==> src/rtl/i2c_ram_bridge.sv <==
// i2c_ram_bridge: turns I2C slave byte-engine transactions into single-port
// RAM accesses. The first byte of a write transaction loads the register
// pointer, and every later byte is written at the pointer. Each byte requested
// during a read transaction is fetched from the pointer. The pointer advances
// after every access and wraps modulo 2^N. It survives STOP/START and is
// cleared only by reset.
//
// Handshake: the upstream strobes (xfer_start, xfer_stop, rx_valid, tx_req)
// are one-cycle pulses with no back-pressure. A tx_req is accepted only when
// no read is in flight (busy low). The answer is a one-cycle tx_valid pulse
// exactly three cycles after the accepted tx_req, with tx_data valid in that
// cycle. Downstream RAM strobes are one-cycle pulses. The RAM returns rdata
// one cycle after re.
module i2c_ram_bridge #(
  parameter int N = 8
) (
  input  logic         clk,
  input  logic         rst,
  input  logic         xfer_start,
  input  logic         xfer_rw,
  input  logic         xfer_stop,
  input  logic         rx_valid,
  input  logic [N-1:0] rx_data,
  input  logic         tx_req,
  output logic [N-1:0] tx_data,
  output logic         tx_valid,
  output logic         busy,
  output logic [N-1:0] ram_addr,
  output logic [N-1:0] ram_wdata,
  output logic         ram_we,
  output logic         ram_re,
  input  logic [N-1:0] ram_rdata
);

  localparam logic [2:0] IDLE     = 3'd0;
  localparam logic [2:0] GET_PTR  = 3'd1;
  localparam logic [2:0] WR_DATA  = 3'd2;
  localparam logic [2:0] RD_IDLE  = 3'd3;
  localparam logic [2:0] RD_ISSUE = 3'd4;
  localparam logic [2:0] RD_WAIT  = 3'd5;
  localparam logic [2:0] RD_CAP   = 3'd6;

  localparam logic [N-1:0] PTR_ONE = {{(N-1){1'b0}}, 1'b1};

  logic [2:0]   state;
  logic [N-1:0] ptr;

  // Transaction FSM, pointer and registered RAM/transmit outputs.
  // Priority is reset, then (repeated) START, then STOP, then byte events.
  always_ff @(posedge clk) begin
    if (rst) begin
      state     <= IDLE;
      ptr       <= '0;
      tx_data   <= '0;
      tx_valid  <= 1'b0;
      busy      <= 1'b0;
      ram_addr  <= '0;
      ram_wdata <= '0;
      ram_we    <= 1'b0;
      ram_re    <= 1'b0;
    end else begin
      ram_we   <= 1'b0;
      ram_re   <= 1'b0;
      tx_valid <= 1'b0;
      if (xfer_start) begin
        // A START (or repeated START) abandons any read in flight.
        state <= xfer_rw ? RD_IDLE : GET_PTR;
        busy  <= 1'b0;
      end else if (xfer_stop && (state != IDLE)) begin
        state <= IDLE;
        busy  <= 1'b0;
      end else begin
        case (state)
          IDLE: begin
          end
          GET_PTR: begin
            if (rx_valid) begin
              ptr   <= rx_data;
              state <= WR_DATA;
            end
          end
          WR_DATA: begin
            if (rx_valid) begin
              ram_we    <= 1'b1;
              ram_addr  <= ptr;
              ram_wdata <= rx_data;
              ptr       <= ptr + PTR_ONE;
            end
          end
          RD_IDLE: begin
            if (tx_req) begin
              ram_re   <= 1'b1;
              ram_addr <= ptr;
              ptr      <= ptr + PTR_ONE;
              busy     <= 1'b1;
              state    <= RD_ISSUE;
            end
          end
          RD_ISSUE: begin
            // RAM is latching the address; its data appears next cycle.
            state <= RD_WAIT;
          end
          RD_WAIT: begin
            tx_data  <= ram_rdata;
            tx_valid <= 1'b1;
            state    <= RD_CAP;
          end
          RD_CAP: begin
            busy  <= 1'b0;
            state <= RD_IDLE;
          end
          default: begin
            busy  <= 1'b0;
            state <= IDLE;
          end
        endcase
      end
    end
  end

endmodule

==> config.mk <==
export PLATFORM = sky130hd
export DESIGN_NAME = i2c_ram_bridge
export DESIGN_NICKNAME = d
export VERILOG_FILES = /design/src/rtl/i2c_ram_bridge.sv
export SDC_FILE = /design/constraint.sdc
export NUM_CORES = 1
export LEC_CHECK = 0
export BUFFER_PORTS_ARGS = -buffer_cell sky130_fd_sc_hd__buf_2
export CORE_MARGIN = 4
export CORE_UTILIZATION = 35
export CTS_CLUSTER_SIZE = 25
export DETAILED_ROUTE_END_ITERATION = 10
export SYNTH_ARGS = -nofsm -noshare
export SYNTH_HDL_FRONTEND = slang
export SYNTH_SLANG_ARGS = --single-unit
==> constraint.sdc <==
create_clock -name clk -period 2.7 [get_ports clk]
set_clock_uncertainty 0.2 [all_clocks]
set_input_delay 0.405 -clock clk [delete_from_list [all_inputs] [get_ports clk]]
set_output_delay 0.405 -clock clk [all_outputs]
set_load 0.02 [all_outputs]
## Word-level counts from Yosys, hierarchy flattened

Index checks and enable logic that the tools add are counted.

- Word-level logic and storage cells: 61
- Output and inout bits: 28
- Bits of input ports: 23
- Register bits after elaboration: 39

- Add/sub/neg operators: 1
- Bitwise logic cells: 5
- Reduce and logical (&&, ||, !) cells: 16
- Muxes and demuxes: 18
- Equality and inequality tests: 12

Operator list:

| cell | number |
|---|---|
| 8-bit 2-to-1 mux | 5 |
| 8-bit case mux with 3 select lines | 1 |
| 3-bit case mux with 6 select lines | 1 |
| 8-bit case mux with 2 select lines | 1 |
| 3-bit 2-to-1 mux | 4 |
| 3-bit equality test (second input constant) | 3 |
| 8-bit by 1-bit adder with 8-bit output (second input constant) | 1 |
| 4-bit != test (second input constant) | 2 |
| 4-bit OR reduction | 2 |
| 3-bit by 2-bit equality test with 1-bit output (second input constant) | 2 |
| 2-bit != test (second input constant) | 3 |
| 3-bit AND reduction | 2 |
| 6-bit AND reduction | 1 |
| 3-bit nonzero test | 2 |
| 1-bit NOT | 5 |
| 5-bit AND reduction | 1 |
| 5-bit OR reduction | 1 |
| 1-bit 2-to-1 mux | 4 |
| 4-bit AND reduction | 1 |
| 3-bit by 1-bit equality test with 1-bit output (second input constant) | 1 |
| 3-bit zero test | 1 |
| 3-bit by 1-bit != test with 1-bit output (second input constant) | 1 |
| 3-bit OR reduction | 1 |
| 2-bit 2-to-1 mux | 1 |
| other kinds (5) | 5 |

## Depth between registers and ports, before layout

Gate-level depths: netlist (run 1).

- Word-level depth: 5
- Gate-level depth with buffers: 6
- Mapped depth without buffers: 5

## Worst setup path after synthesis (run 1)

OpenSTA, ideal clock, no wires.

- Kind: input -> register
- From: input port xfer_stop
- To: register ram_wdata[0]
- Stages on the path: 6
- Buffers on the path: 2
- Data arrival time: 1801 ps
- Setup time: 128 ps
- Required time: 2372 ps
- Slack: 571 ps
- Cells stage by stage: buf_2 or4b_4 or3b_1 buf_6 mux2i_1 nor2_1

- Cells in the longest elaborated chain, start to end: 3

Ends and longest elaborated chain:

| element | line | text |
|---|---|---|
| start: declaration | 21 | `input logic xfer_stop,` |
| 1-bit logical AND | 69 | `end else if (xfer_stop && (state != IDLE)) begin` |
| 1-bit NOT (no source line) | -- |  |
| 4-bit AND reduction (no source line) | -- |  |
| end signal: assignment | 86 | `ram_wdata <= rx_data;` |
| end: declaration | 29 | `output logic [N-1:0] ram_wdata,` |

No other way between the ends.
A chain may end at the register's enable or synchronous reset.

## Worst setup path in the final report (run 1)

- From: register state[2]
- To: register ram_wdata[3]

- Cells in the longest elaborated chain, start to end: 4
- Elaborated cells on any way between the ends: 5
- Classes of those cells: 1 x eq/ne; 1 x bitwise; 3 x reduce/logical

Ends and longest elaborated chain:

| element | line | text |
|---|---|---|
| start: declaration | 45 | `logic [2:0] state;` |
| start signal: assignment | 67 | `state <= xfer_rw ? RD_IDLE : GET_PTR;` |
| 3-bit nonzero test | 69 |  |
| 1-bit logical AND | 69 |  |
| 1-bit NOT (no source line) | -- |  |
| 4-bit AND reduction (no source line) (*) | -- |  |

Every way passes the cells marked *; elsewhere a longest branch is shown, timed or not.

==> impl_metrics.csv, run 1 <==
group,metric,value,unit
place,port-buffer-count,50,
worst_setup_path,critPathKind,"flop to flop",
power_and_ir_drop,p_per_area,512.4,nW/µm²
global_routing,grtUsageMet2,0.2072,
finish,multi_input_area,873.3,µm²
route,vias,1483,
power_and_ir_drop,vdd_drop_max,0.2425,mV
global_routing,antenna_found_initial,0,
timing,min_period,2209,ps
logic_synthesis,yosys_warnings,0,
clocking,cts.sinks,39,
global_routing,grt_use_met3,0.04243,
worst_setup_path,crit_arrival,2160,ps
clocking,cts_max_path_buffers,2,
floorplanning,num_rows,25,
route,viasPerCell,4.911,
logic_synthesis,yosysMostFrequentCell,"dfxtp_1",
finish,register_area,780.7,µm²
logic_synthesis,async_flop_share,0,
finish,layout-drive-gt1-share,0.2638,
logic_synthesis,synth_edf_count,0,
finish,diodes,0,
timing,holdWs,144.5,ps
clocking,htree_levels,2,
global_routing,grt_pass1_vias,1413,
finish,area_growth,20.90,%
logic_synthesis,synth_top_cells_by_count,"dfxtp_1 (39), nor2_1 (30), mux2i_1 (26)",
status,status,"finished, final reports clean",
finish,nets,258,
clocking,cts_tree,"done",
global_routing,grt-ovfl-total,0,
logic_synthesis,yosys-top-cells-area,"dfxtp_1 (45%), mux2i_1 (15%), nor2_1 (6.5%)",
clocking,cts_root_buffer,"clkbuf_8",
global_routing,met1_usage,0.1516,
timing,postLayoutSetupSlackWorst,491.1,ps
global_routing,grt_pass1_wl,6.292,mm
global_routing,busiest_layer,"met2",
timing,slew_headroom,0.5415,
floorplanning,die_h,78.19,µm
run,maxCapViolCount,0,
place,gp_congestion,0.8252,
logic_synthesis,synthDominantCellAreaShare,0.4528,
timing,final_max_slew_viol_count,0,
worst_setup_path,crit_fanout,9,
route,drc_errors,0,
clocking,cts.clk_slew.worst_paths,70,ps
logic_synthesis,synth_seq_cells,39,
worst_setup_path,crit_path_end_kind,"flop",
global_routing,grt_use_total,0.1287,
clocking,worstSkewPairLatency,290,ps
place,pre_cts_ws,334.8,ps
timing,setup_violations,0,
floorplanning,die-area,6113,µm²
route,first_pass_iters,4,
floorplanning,ios,51,
timing,worst_pin_slew,687.7,ps
global_routing,grt_max_degree,39,
timing,fin_crit_sh,0.8181,
logic_synthesis,avgSynthCellArea,9.123,µm²
timing,hold_viol,0,
power_and_ir_drop,p_leak,0.0009600,µW
worst_setup_path,required,2650,ps
route,drt-initial-drc-count,42,
logic_synthesis,yosysSeqAreaShare,0.4528,
worst_setup_path,crit_path_start_kind,"flop",
route,routed_wl,3.763,mm
floorplanning,die_w,78.19,µm
route,antenna_left,0,
logic_synthesis,syn_area,1724,µm²
timing,max_freq,0.4527,GHz
finish,n_fill_cell,521,
place,dpl_cell_area,1999,µm²
clocking,cts_hold_buf,0,
worst_setup_path,r2r_slack,490,ps
floorplanning,initial_core_util,0.3626,
logic_synthesis,ys.flop_type,"dfxtp_1",
logic_synthesis,synthCells,189,
logic_synthesis,synthesis.nets,213,
floorplanning,core-area,4755,µm²
timing,setup_tns,0,ps
logic_synthesis,yosysTopAreaCell,"dfxtp_1",
clocking,postCtsSetupBuffers,0,
clocking,numCtsBuffers,5,
finish,fin_area,2085,µm²
clocking,post_cts_resized,0,
place,post-dp-hpwl,2.682,mm
min_path,hold_path_class,"input port to flop",
timing,rsz0062_at_grt,"no",
logic_synthesis,yosysUniqueCellTypes,37,
route,drt-wirelength-per-cell,12.46,µm
[cell families after synthesis]
kind of cell	Yosys count	share of synthesized area
buffers and inverters	14	0.04063
AO/OA/AOI/OAI	39	0.1379
AND/OR/NAND/NOR	70	0.2105
multiplexers	26	0.1509
adder cells (fa/ha/maj)	1	0.007256
flip-flops	39	0.4528
[state kept, by name, summed over array words and instances, names as in the netlist]
name and count:
busy 1, ptr 8, ram_addr 8, ram_re 1, ram_wdata 8, ram_we 1
state 3, tx_data 8, tx_valid 1
[cell usage in the layout (no fill, tap or decap), drive strengths merged]
master / netlist / final
a31oi: 1 / 1
nor3b: 2 / 2
nor4: 1 / 1
o31a: 1 / 1
clkinv: 0 / 1
clkbuf: 9 / 6
a311oi: 1 / 1
a221oi: 1 / 1
a211o: 1 / 1
nor3: 4 / 4
nor2: 31 / 31
and2b: 1 / 1
buf: 4 / 51
a21oi: 14 / 14
nand4: 1 / 1
a211oi: 2 / 2
mux2i: 26 / 26
and2: 6 / 6
o21ba: 1 / 1
or3b: 1 / 1
o32ai: 1 / 1
nand2: 7 / 7
and4: 1 / 1
o21ai: 13 / 13
nand2b: 4 / 4
clkinvlp: 0 / 1
dfxtp: 39 / 39
a21o: 2 / 2
inv: 1 / 1
or3: 2 / 2
nand4b: 3 / 3
ha: 1 / 1
nand3: 5 / 5
o31ai: 1 / 1
or4b: 1 / 1
[path summary, 6_finish.rpt]
kind	startpoint	to	cells after the start
setup reg to reg	state[2]	ram_wdata[3]	4
setup / recovery	state[2]	ram_wdata[3]	4
hold reg to reg	ram_wdata[0]	ram_wdata[0]	2
hold / removal	ram_rdata[4]	tx_data[4]	3
[layer usage]
layer  vias to the layer above  part of all wire  wire [µm]
li1                        752                 -          -
met1                       684              0.45       1702
met2                        37              0.45       1711
met3                        10             0.069        258
met4                         0             0.024         91
met5                         -                 0          0
[worst max-delay path, cell delays in order (launching register included)]
cell and delay (ps):
dfxtp_1 390, or4b_4 590, or3b_1 610, mux2i_1 230
nor2_1 60
[through the flow]
stage          utilization  total power (µW)  std cells
2_1_floorplan            -             664.8        189
4_1_cts             0.4384              1088        302
5_1_grt             0.4384              1128        302
6_report            0.4384              1068        302
3_3_place_gp        0.4205             697.6        294
3_5_place_dp        0.4205             697.3        294
[cell type report]
cell class | instances | share of cell area
multi-input combinational | 136 | 0.4190
timing repair buffer | 51 | 0.1236
clock inverter | 2 | 0.006002
inverter | 1 | 0.001801
tap | 67 | 0.04022
clock buffer | 6 | 0.03481
sequential | 39 | 0.3745
[power by group]
part | switching [µW] | internal (µW)
clock | 205 | 180
sequential | 10.3 | 582
combinational | 51.9 | 38.0
total | 267 | 801
(Power assumes the default switching activity.)
==> run 2: changes to the inputs <==
--- a/config.mk
+++ b/config.mk
@@ -5,6 +5,7 @@
 export SDC_FILE = /design/constraint.sdc
 export NUM_CORES = 1
 export LEC_CHECK = 0
+export ABC_AREA = 1
 export BUFFER_PORTS_ARGS = -buffer_cell sky130_fd_sc_hd__buf_2
 export CORE_MARGIN = 4
 export CORE_UTILIZATION = 35
==> constraint.sdc (replaced) <==
create_clock -name clk -period 2.3 [get_ports clk]
set_clock_uncertainty 0.2 [all_clocks]
set_input_delay 0.345 -clock clk [delete_from_list [all_inputs] [get_ports clk]]
set_output_delay 0.345 -clock clk [all_outputs]
set_load 0.02 [all_outputs]
==> run 2 against run 1 <==
Net effect: hold slack got worse by 15 ps; core utilization shrank 0.31 points; final cell count up 23%; count of clock-buffer cells in the layout unchanged; via count increased by 13%; fmax up 26%; register-to-register slack gained 50 ps; largest cell class unchanged.
==> impl_metrics.csv, run 2 <==
group,metric,value,unit
place,port-buffer-count,50,
global_routing,grt_use_total,0.1381,
clocking,cts.clk_slew.worst_paths,70,ps
place,gp_congestion,0.8011,
logic_synthesis,synthCells,248,
timing,worst_pin_slew,476.0,ps
logic_synthesis,synthesis.nets,272,
min_path,hold_path_class,"input port to flop",
clocking,numCtsBuffers,5,
clocking,cts_root_buffer,"clkbuf_8",
power_and_ir_drop,p_leak,0.001067,µW
run,maxCapViolCount,0,
logic_synthesis,yosys-top-cells-area,"dfxtp_1 (43%), nor2_1 (9.8%), o21ai_0 (9.3%)",
power_and_ir_drop,total_power,1415,µW
route,drt-wirelength-per-cell,11.63,µm
route,antenna_left,0,
route,first_pass_iters,4,
clocking,postCtsSetupBuffers,0,
timing,postLayoutSetupSlackWorst,543.9,ps
finish,layout_common_cells,"buf_2 (50), nor2_1 (48), dfxtp_1 (39)",
floorplanning,die-area,6471,µm²
worst_setup_path,crit_arrival,1730,ps
floorplanning,ios,51,
floorplanning,die_w,80.44,µm
clocking,cts.sinks,39,
timing,setup_violations,0,
power_and_ir_drop,vdd_drop_max,0.2591,mV
floorplanning,initial_core_util,0.3596,
status,status,"finished, final reports clean",
timing,min_period,1756,ps
timing,final_max_slew_viol_count,0,
route,routed_wl,4.303,mm
logic_synthesis,ys.flop_type,"dfxtp_1",
clocking,cts_max_path_buffers,2,
logic_synthesis,yosysMostFrequentCell,"nor2_1",
worst_setup_path,critPathKind,"flop to flop",
logic_synthesis,yosysSeqAreaShare,0.4251,
global_routing,antenna_found_initial,0,
clocking,cts_tree,"done",
worst_setup_path,crit_fanout,17,
global_routing,grt-ovfl-total,0,
place,pre_cts_ws,543.3,ps
finish,area_growth,21.05,%
timing,hold_viol,0,
finish,final_common_cell,"buf_2",
logic_synthesis,syn_area,1837,µm²
power_and_ir_drop,p_per_area,636.5,nW/µm²
floorplanning,die_h,80.44,µm
place,post-dp-hpwl,3.297,mm
clocking,worstSkewPairLatency,280,ps
finish,nets,324,
logic_synthesis,yosys_warnings,0,
clocking,post_cts_resized,0,
worst_setup_path,required,2270,ps
route,vias,1670,
logic_synthesis,synthDominantCellAreaShare,0.4251,
worst_setup_path,crit_path_start_kind,"flop",
route,viasPerCell,4.514,
route,drc_errors,0,
clocking,htree_levels,2,
finish,final_util,0.4353,
global_routing,grt_pass1_wl,7.044,mm
logic_synthesis,synth_top_cells_by_count,"nor2_1 (48), dfxtp_1 (39), nand2_1 (35)",
finish,diodes,0,
global_routing,grt_pass1_vias,1548,
logic_synthesis,synth_edf_count,0,
clocking,cts_hold_buf,0,
logic_synthesis,yosysUniqueCellTypes,30,
floorplanning,num_rows,26,
timing,slew_headroom,0.6822,
floorplanning,core-area,5107,µm²
route,drt-initial-drc-count,93,
worst_setup_path,r2r_slack,540,ps
timing,fin_crit_sh,0.7635,
timing,rsz0062_at_grt,"no",
logic_synthesis,avgSynthCellArea,7.406,µm²
timing,setup_tns,0,ps
logic_synthesis,async_flop_share,0,
global_routing,grt_max_degree,25,
timing,holdWs,129.0,ps
logic_synthesis,yosysTopAreaCell,"dfxtp_1",
worst_setup_path,crit_path_end_kind,"flop",
logic_synthesis,synth_seq_cells,39,
finish,layout-drive-gt1-share,0.2767,
timing,max_freq,0.5694,GHz
[run 2: report_power, final]
part	switching (µW)	leakage [µW]	internal, µW	total [µW]
combinational	141	0.000703	78.4	219
sequential	35.9	0.000316	706	742
clock	219	0.0000470	235	454
total	396	0.00107	1020	1420
[run 2: metal layers]
| metal | vias to the layer above | track usage | share of wire |
|---|---|---|---|
| met3 | 6 | 0.03924 | 0.066 |
| met5 | - | 0 | 0 |
| met2 | 52 | 0.2252 | 0.44 |
| met4 | 0 | 0.04561 | 0.011 |
| li1 | 906 | - | - |
| met1 | 706 | 0.1742 | 0.49 |
[run 2: path summary, 6_finish.rpt]
check,start,endpoint,depth (start not counted)
worst max-delay path,state[2],tx_data[5],6
worst min-delay path,tx_req,ram_re,3
worst max register to register,state[2],tx_data[5],6
worst min register to register,tx_data[2],tx_data[2],2
[run 2: through the flow]
step	area (µm²)	std cells
finish	2223	370
global route	2223	370
CTS	2223	370
detailed placement	2136	363
global placement	2136	363
floorplan	1837	248
[run 2: layout make-up]
type | count | area [µm²]
Clock buffer | 6 | 82.58
Clock inverter | 1 | 5.005
Fill cell | 543 | 2884
Inverter | 25 | 96.34
Multi-Input combinational cell | 177 | 905.9
Sequential cell | 39 | 780.7
Tap cell | 70 | 87.58
Timing Repair Buffer | 52 | 265.3
[run 2: critical path: stages, from the launching register on]
cell and delay [ps]:
dfxtp_1 460, nor2_2 230, nand2_2 80, nand2_4 140, nand4_4 220, o21ai_0 260, a21oi_1 60
[run 2: cells by family (layout without fill, tap and decap cells)]
group / Yosys count / count (layout) / synth area share
compound gates: 55 / 55 / 0.1567
simple gates: 121 / 121 / 0.3297
fa+ha+maj: 1 / 1 / 0.006811
flops: 39 / 39 / 0.4251
buf+inv: 32 / 84 / 0.08174
==> run 3: changes to the inputs <==
--- a/config.mk
+++ b/config.mk
@@ -5,7 +5,7 @@
 export SDC_FILE = /design/constraint.sdc
 export NUM_CORES = 1
 export LEC_CHECK = 0
-export ABC_AREA = 1
+export ABC_AREA = 0
 export BUFFER_PORTS_ARGS = -buffer_cell sky130_fd_sc_hd__buf_2
 export CORE_MARGIN = 4
 export CORE_UTILIZATION = 35
==> constraint.sdc (replaced) <==
create_clock -name clk -period 1.79 [get_ports clk]
set_clock_uncertainty 0.2 [all_clocks]
set_input_delay 0.2685 -clock clk [delete_from_list [all_inputs] [get_ports clk]]
set_output_delay 0.2685 -clock clk [all_outputs]
set_load 0.02 [all_outputs]
==> run 3 against run 2 <==
Net effect: the run now ends with negative setup slack left; highest routed layer unchanged; first-iteration DRC count down 60%; final cell count fell by 14%; total power rose by 29%; fmax shrank 5.8%; global-route usage about the same; die area decreased by 5.5%; sequential share of layout area fell by 1.3 points.
==> impl_metrics.csv, run 3 (synthesis gave the netlist of run 1 again) <==
group,metric,value,unit
worst_setup_path,critPathKind,"flop to flop",
power_and_ir_drop,vdd_drop_max,0.4781,mV
timing,setup_tns,-544.9,ps
clocking,cts_max_path_buffers,2,
worst_setup_path,crit_buf_inv,1,
timing,worst_pin_slew,342.5,ps
route,vias,1551,
route,viasPerCell,4.847,
worst_setup_path,crit_fanout,8,
finish,finalNonFillerCells,320,
floorplanning,core-area,4755,µm²
route,wl_met3,289,µm
floorplanning,num_rows,25,
worst_setup_path,crit_path_end_kind,"flop",
clocking,htree_levels,2,
power_and_ir_drop,power.switching,443.1,µW
power_and_ir_drop,seqPwrFrac,0.487,
worst_setup_path,cpPeakStageDelay,500,ps
timing,min_period,1865,ps
global_routing,antenna_found_initial,0,
floorplanning,ios,51,
finish,nets,276,
timing,fin_crit_sh,1.042,
clocking,cts.clk_slew.worst_paths,80,ps
floorplanning,die-area,6113,µm²
route,wl_met2,1.830,mm
finish,area_growth,34.33,%
power_and_ir_drop,p_leak,0.001075,µW
timing,final_max_slew_viol_count,0,
min_path,hold_path_class,"input port to flop",
route,routed.top_layer,"met4",
finish,layout_common_cells,"buf_2 (50), dfxtp_1 (38), nor2_1 (30)",
floorplanning,initial_core_util,0.3626,
timing,hold_viol,0,
route,drt-initial-drc-count,37,
global_routing,grt-ovfl-total,0,
run,maxCapViolCount,0,
power_and_ir_drop,p_per_area,788.6,nW/µm²
clocking,worstSkewPairLatency,290,ps
global_routing,grt_pass1_wl,6.865,mm
finish,final_common_cell,"buf_2",
worst_setup_path,r2r-start,"state[2]",
floorplanning,die_h,78.19,µm
worst_setup_path,cp_slowest_cell,"or4b_4",
timing,setup_violations,8,
global_routing,grt_max_degree,16,
global_routing,grt_use_total,0.1384,
min_path,hp-start,"ram_rdata[3]",
finish,layout-drive-gt1-share,0.3478,
timing,slew_headroom,0.7651,
floorplanning,die_w,78.19,µm
route,drt-wirelength-per-cell,12.53,µm
route,drc_errors,0,
place,port-buffer-count,50,
finish,diodes,0,
timing,postLayoutSetupSlackWorst,-74.98,ps
clocking,cts_tree,"done",
global_routing,grt_pass1_vias,1498,
worst_setup_path,crit_start,"state[2]",
worst_setup_path,crit_arrival,1840,ps
power_and_ir_drop,p_int,1383,µW
worst_setup_path,crit_chain,"or4b_4, or3b_1, buf_6, mux2i_1, nor2_1",
worst_setup_path,crit_path_start_kind,"flop",
place,post-dp-hpwl,2.926,mm
clocking,numCtsBuffers,5,
timing,rsz0062_at_grt,"yes",
status,violations,"negative setup slack",
worst_setup_path,required,1770,ps
timing,max_freq,0.5362,GHz
route,antenna_left,0,
place,gp_congestion,0.8502,
power_and_ir_drop,switching_share,0.2426,
power_and_ir_drop,p_comb_frac,0.097,
status,status,"finished, violations left",
route,wl_met1,1.854,mm
place,dp.cells,308,
worst_setup_path,cp_top_family,"simple AND/OR/NAND/NOR gates",
clocking,cts.sinks,39,
clocking,cts_root_buffer,"clkbuf_8",
route,first_pass_iters,4,
route,routed_wl,4.008,mm
power_and_ir_drop,pwr-share-clk,0.416,
-- run 3: changes by cell type in the layout (fill, tap and decap cells not counted), moves of 4 or more --
cell	before	now
nand2_1	35	7
o21ai_0	34	6
mux2i_1	0	25
inv_1	21	1
nor2_1	48	30
buf_4	2	14
nand2_2	7	0
nand3_1	12	5
and2_1	0	6
nand2b_1	0	4
-- run 3: timing repair --
| action | in CTS | in global routing |
|---|---|---|
| hold buffers | 3 | 0 |
| resized for setup | 2 | 9 |
| pin swaps | 0 | 5 |
| cloned | 0 | 0 |
| setup endpoints to repair | 10 | 24 |
| buffers inserted | 0 | 1 |
| hold endpoints to repair | 3 | 0 |
-- run 3: through the flow --
step / cell area, µm² / util / hold slack [ps] / worst slack [ps] / total power (µW)
after detailed placement: 2117 / 0.4453 / 279.9 / -208.0 / 1071
after global placement: 2117 / 0.4453 / 269.8 / -186.9 / 1071
final: 2316 / 0.4871 / 7.395 / -74.98 / 1826
after floorplan: 1730 / - / 196.8 / -173.6 / 1004
after CTS: 2276 / 0.4787 / 3.750 / -81.83 / 1846
after global routing: 2316 / 0.4871 / 11.93 / -147.6 / 1913
-- run 3: worst reg2reg max path, cell delays in order (launching register included) --
cell     delay, ps
dfxtp_2        320
or4b_4         500
or3b_1         370
buf_6          160
mux2i_1        150
nor2_1          50
-- run 3: area by class of cell --
class	count	area (µm²)
clock inverter	3	47.55
sequential	39	782.0
inverter	1	3.754
multi-input combinational	136	913.4
tap	67	83.83
timing repair buffer	69	416.7
fill	501	2439
clock buffer	5	68.82
-- run 3: final timing paths --
kind | end | slack (ps) | cells past startpoint
worst max register to register | ram_wdata[5] | -70 | 5
worst max-delay path | ram_wdata[5] | -70 | 5
worst min-delay path | tx_data[3] | 7 | 3
worst min register to register | tx_data[0] | 290 | 2
-- run 3: routing by layer --
layer,global-route usage,up-vias
li1,-,789
met2,0.2235,51
met4,0.03671,0
met5,0,-
met1,0.1814,707
met3,0.03899,4
-- run 3: power by group through the flow --
stage	Sequential (µW)	Clock, µW	Combinational, µW
6_report	889	760	177
5_1_grt	892	824	197
4_1_cts	889	786	170
3_5_place_dp	909	0	162
3_3_place_gp	909	0	162
2_1_floorplan	909	0	94.9
